==> src/rtl/mem_port_arbiter.sv <==
// mem_port_arbiter: shares one single-ported memory between fetch (if_*) and the LSU (ls_*)
// Ports: clk/reset; if_req/if_addr -> if_gnt/if_rvalid/if_rdata;
//        ls_req/ls_we/ls_addr/ls_wdata/ls_be -> ls_gnt/ls_rvalid/ls_rdata;
//        mem_en/mem_we/mem_addr/mem_wdata/mem_be -> memory, mem_rdata <- memory; busy = read in flight.
// Optional ARB_STATS_EN adds if_grant_cnt, ls_grant_cnt and stall_cnt outputs.
module mem_port_arbiter #(
  parameter int ADDR_W         = 32,
  parameter int DATA_W         = 32,
  parameter int READ_LATENCY   = 1,
  parameter int MAX_LSU_STREAK = 4
) (
  input  logic                clk,
  input  logic                reset,
  input  logic                if_req,
  input  logic [ADDR_W-1:0]   if_addr,
  output logic                if_gnt,
  output logic                if_rvalid,
  output logic [DATA_W-1:0]   if_rdata,
  input  logic                ls_req,
  input  logic                ls_we,
  input  logic [ADDR_W-1:0]   ls_addr,
  input  logic [DATA_W-1:0]   ls_wdata,
  input  logic [DATA_W/8-1:0] ls_be,
  output logic                ls_gnt,
  output logic                ls_rvalid,
  output logic [DATA_W-1:0]   ls_rdata,
  output logic                mem_en,
  output logic                mem_we,
  output logic [ADDR_W-1:0]   mem_addr,
  output logic [DATA_W-1:0]   mem_wdata,
  output logic [DATA_W/8-1:0] mem_be,
  input  logic [DATA_W-1:0]   mem_rdata,
  output logic                busy
`ifdef ARB_STATS_EN
  ,
  output logic [31:0]         if_grant_cnt,
  output logic [31:0]         ls_grant_cnt,
  output logic [31:0]         stall_cnt
`endif
);
  typedef enum logic {IDLE, WAIT} state_e;
  state_e state_q, state_d;
  logic [2:0] cnt_q, cnt_d;
  logic [3:0] streak_q, streak_d;
  logic src_q, src_d;
  logic resp, arb, ls_win, if_win, rd_gnt;
  always_comb begin
    resp     = state_q == WAIT && cnt_q == 3'd0;
    arb      = !reset && (state_q == IDLE || resp);
    // fetch overrides LSU only once the LSU has used up its streak allowance
    ls_win   = arb && ls_req && !(if_req && streak_q == 4'(MAX_LSU_STREAK));
    if_win   = arb && if_req && !ls_win;
    rd_gnt   = if_win || (ls_win && !ls_we);
    state_d  = (rd_gnt || (state_q == WAIT && cnt_q != 3'd0)) ? WAIT : IDLE;
    cnt_d    = rd_gnt ? 3'(READ_LATENCY - 1) : (cnt_q != 3'd0 ? cnt_q - 3'd1 : 3'd0);
    src_d    = rd_gnt ? ls_win : src_q;
    streak_d = (!if_req || if_win) ? 4'd0 :
               (ls_win && streak_q != 4'(MAX_LSU_STREAK)) ? streak_q + 4'd1 : streak_q;
  end
  always_ff @(posedge clk) begin
    if (reset) begin
      state_q  <= IDLE;
      cnt_q    <= 3'd0;
      streak_q <= 4'd0;
      src_q    <= 1'b0;
    end else begin
      state_q  <= state_d;
      cnt_q    <= cnt_d;
      streak_q <= streak_d;
      src_q    <= src_d;
    end
  end
  assign if_gnt    = if_win;
  assign ls_gnt    = ls_win;
  assign mem_en    = if_win || ls_win;
  assign mem_we    = ls_win && ls_we;
  assign mem_addr  = ls_win ? ls_addr : if_win ? if_addr : '0;
  assign mem_wdata = ls_win ? ls_wdata : '0;
  assign mem_be    = ls_win ? ls_be : if_win ? '1 : '0;
  assign if_rvalid = !reset && resp && !src_q;
  assign ls_rvalid = !reset && resp && src_q;
  assign if_rdata  = reset ? '0 : mem_rdata;
  assign ls_rdata  = reset ? '0 : mem_rdata;
  assign busy      = !reset && state_q == WAIT;
`ifdef ARB_STATS_EN
  always_ff @(posedge clk) begin
    if (reset) begin
      if_grant_cnt <= '0;
      ls_grant_cnt <= '0;
      stall_cnt    <= '0;
    end else begin
      if_grant_cnt <= if_grant_cnt + 32'(if_win);
      ls_grant_cnt <= ls_grant_cnt + 32'(ls_win);
      stall_cnt    <= stall_cnt + 32'(if_req && !if_win);
    end
  end
`endif
endmodule
==> config.mk <==
export PLATFORM = sky130hd
export DESIGN_NAME = mem_port_arbiter
export DESIGN_NICKNAME = d
export VERILOG_FILES = /design/src/rtl/mem_port_arbiter.sv
export SDC_FILE = /design/constraint.sdc
export NUM_CORES = 1
export LEC_CHECK = 0
export ABC_AREA = 0
export BUFFER_PORTS_ARGS = -buffer_cell sky130_fd_sc_hd__buf_2
export CAP_MARGIN = 10
export CORE_AREA = 2 2 106 108
export CTS_CLUSTER_DIAMETER = 60
export DETAILED_ROUTE_END_ITERATION = 10
export DIE_AREA = 0 0 108 110
export GPL_TIMING_DRIVEN = 0
export PLACE_DENSITY = 0.64
export SKIP_LAST_GASP = 1
export SLEW_MARGIN = 30
export SYNTH_ARGS = -nofsm -noshare
export SYNTH_HDL_FRONTEND = slang
export SYNTH_SLANG_ARGS = --single-unit
export TNS_END_PERCENT = 10
==> constraint.sdc <==
create_clock -name clk -period 1.95 [get_ports clk]
set_input_delay 0.39 -clock clk [delete_from_list [all_inputs] [get_ports clk]]
set_output_delay 0.39 -clock clk [all_outputs]
set_load 0.01 [all_outputs]
==> results.json <==
{
  "gp_congestion": 0.772,
  "tightest_slew_ns": 0.465,
  "initial_core_util": 0.178,
  "tritoncts": "built",
  "fmax_ghz": 0.483,
  "num_rows": 38,
  "synth-seq-area-share": 0.0947,
  "synth_area_per_cell_um2": 6.43,
  "die_area_mm2": 0.0119,
  "reg2reg_depth": 6,
  "wl_um": 9590,
  "rrSetupSlack_ns": 0.56,
  "p_leak_nw": 2.30,
  "die_y_um": 110,
  "clockRootBuffer": "clkbuf_8",
  "gr-usage-all-layers": 0.134,
  "drt-vias-per-instance": 4.24,
  "rsz0062_at_grt": "true",
  "hp-start": "cnt_q[0]",
  "drive_gt1_frac": 0.688,
  "netlist_area_mm2": 0.00190,
  "wire_per_inst_um": 13.2,
  "synth_seq_cells": 9,
  "synth_flop_cell": "dfxtp_1",
  "startpoint_type": "flip-flop",
  "grt_overflow_total": 0,
  "synth_fp_nets": 437,
  "n_antenna_cell": 0,
  "synth_edf_count": 0,
  "crit_chain": "inv_2 -> ha_4 -> nand4b_4 -> and2_4 -> buf_8 -> buf_6 -> nand2_2 -> a21oi_2 -> buf_2",
  "antenna_found_initial": 0,
  "drv_cap": 0,
  "syn_inst": 296,
  "h-tree-depth": 1,
  "yosys_warnings": 0,
  "r2r-start": "streak_q[0]",
  "async_flop_share": 0,
  "core_area_mm2": 0.0107,
  "crit_slowest_cell": "dfxtp_2",
  "yosysUniqueCellTypes": 33,
  "grt_pass1_wl_um": 12800,
  "io_pins": 276,
  "p_per_area_mw_per_mm2": 299,
  "dp_hpwl_um": 7520,
  "worstHoldPathCells": 1,
  "timing.hold.ws_ns": 0.411,
  "clk_pin_slew_ns": 0.05,
  "min_period_ns": 2.07,
  "crit_type": "reg2out",
  "final_max_slew_viol_count": 0,
  "cp_max_fo": 5,
  "fin_cells": 727,
  "dp_slack_ns": -0.157,
  "fin_nets": 729,
  "area_growth_pct": 109,
  "grt_max_degree": 11,
  "vdd_drop_max_mv": 0.268,
  "drtPass1Iterations": 5,
  "clock_skew_ns": 0.00837,
  "placed_cells": 710,
  "drc_errors": 0,
  "cp_top_family": "buffers and inverters",
  "first_global_vias": 2705,
  "num_vias": 3084,
  "hold_end": "cnt_q[0]",
  "clockBufferDepth": 2,
  "final_util": 0.372,
  "cp_data_required_time_ns": 1.56,
  "insertion_delay_ns": 0.24,
  "fin_setup_tns_ns": -4.88,
  "status": "finished, violations left",
  "period_share": 1.06,
  "cts.sinks": 9,
  "hold_violations": 0,
  "setup_violations": 66,
  "port_buffers": 274,
  "violations": "setup timing",
  "r2r_end": "cnt_q[2]",
  "drt_iter0_drc": 165,
  "end_kind": "output port",
  "cts_made_buffers": 3,
  "cp.arrival_ns": 1.68,
  "crit_buf_inv": 4,
  "hold_path_class": "reg2reg",
  "relSlewSlack": 0.690,
  "die_w_um": 108,
  "holdBufCountCts": 0,
  "drtAntennaViolNets": 0,
  "worst_slack_ns": -0.121,
  "critPathMaxStageDelay_ns": 0.34
}
## power breakdown
part	leakage, nW	total [mW]	switching, mW	internal (mW)
registers	0.0745	0.195	0.00598	0.189
clock network	0.0228	0.222	0.0790	0.143
logic	2.21	0.773	0.370	0.403
## metal layers
layer | vias up | routed length, um | global-route usage
met5 | - | 0 | 0
met4 | 0 | 86 | 0.0137
met3 | 8 | 837 | 0.0317
met2 | 154 | 5020 | 0.267
met1 | 1369 | 3650 | 0.148
li1 | 1553 | - | -
## state kept, by name, summed over array words and instances (netlist names)
| name | flops |
|---|---|
| cnt_q | 3 |
| streak_q | 4 |
| src_q | 1 |
| state_q | 1 |
## what timing repair did
item | CTS | global route
buffers inserted | 7 | 3
pin swaps | 21 | 14
cloned | 4 | 0
endpoints found under the setup margin | 72 | 80
gates resized for setup | 54 | 41
## cell usage in the layout, fill, tap and decap left out, types with 3 or more instances in the layout
cell type  instances
a21oi_1           28
a21oi_2           12
and3_1            15
and3_4            19
buf_2            258
buf_4             43
buf_6             32
clkbuf_1           3
clkbuf_2           4
clkbuf_8           4
dfxtp_1            6
dfxtp_2            3
inv_2              4
nand2_1           34
nand2_2            6
nand2_4            3
nand2b_4           3
nand3_1           38
nor2_1             6
nor2b_1           34
## cells by family (layout without fill, tap and decap cells)
| group | Yosys count | after routing | synth area share |
|---|---|---|---|
| AND/OR/NAND/NOR | 172 | 172 | 0.507 |
| flip-flops | 9 | 9 | 0.0947 |
| buffers and inverters | 64 | 355 | 0.231 |
| AO/OA/AOI/OAI | 46 | 46 | 0.135 |
| multiplexers | 1 | 1 | 0.00526 |
| adder cells (fa/ha/maj) | 4 | 4 | 0.0263 |
## cell usage after synthesis (3+ instances only)
master / n / area share
clkbuf_1: 5 / 0.0099
buf_2: 8 / 0.021
dfxtp_1: 9 / 0.095
and3_1: 34 / 0.11
inv_1: 5 / 0.0099
nand2_1: 41 / 0.081
buf_6: 8 / 0.047
buf_4: 34 / 0.13
nor2b_1: 34 / 0.11
nor2_1: 6 / 0.012
a21oi_1: 40 / 0.11
ha_1: 4 / 0.026
nand2b_1: 3 / 0.0099
nand3_1: 38 / 0.10
## layout make-up
cell class / instances / area, um2
Sequential cell: 9 / 184
Buffer: 58 / 444
Clock buffer: 4 / 45.0
Inverter: 5 / 18.8
Tap cell: 140 / 175
Fill cell: 1177 / 6720
Multi-Input combinational cell: 223 / 1490
Timing Repair Buffer: 288 / 1620
## per-stage QoR
| step | area [um2] | power, mW |
|---|---|---|
| CTS | 3770 | 1.15 |
| global placement | 3450 | 0.876 |
| floorplan | 1900 | 0.544 |
| detailed placement | 3450 | 0.876 |
| finish | 3980 | 1.19 |
| global route | 3980 | 1.28 |
## how the worst max path moves through the flow
stage,depth (start not counted),to,from,slack [ns]
finish,9,mem_addr[6],streak_q[1],-0.12
detailed placement,9,mem_addr[6],streak_q[0],-0.16
CTS,9,mem_wdata[30],cnt_q[0],-0.17
global placement,9,mem_addr[6],streak_q[0],-0.16
floorplan,8,mem_addr[22],streak_q[0],0.18
global route,9,mem_addr[6],streak_q[0],-0.21
Power figures use the tool's default switching activity.
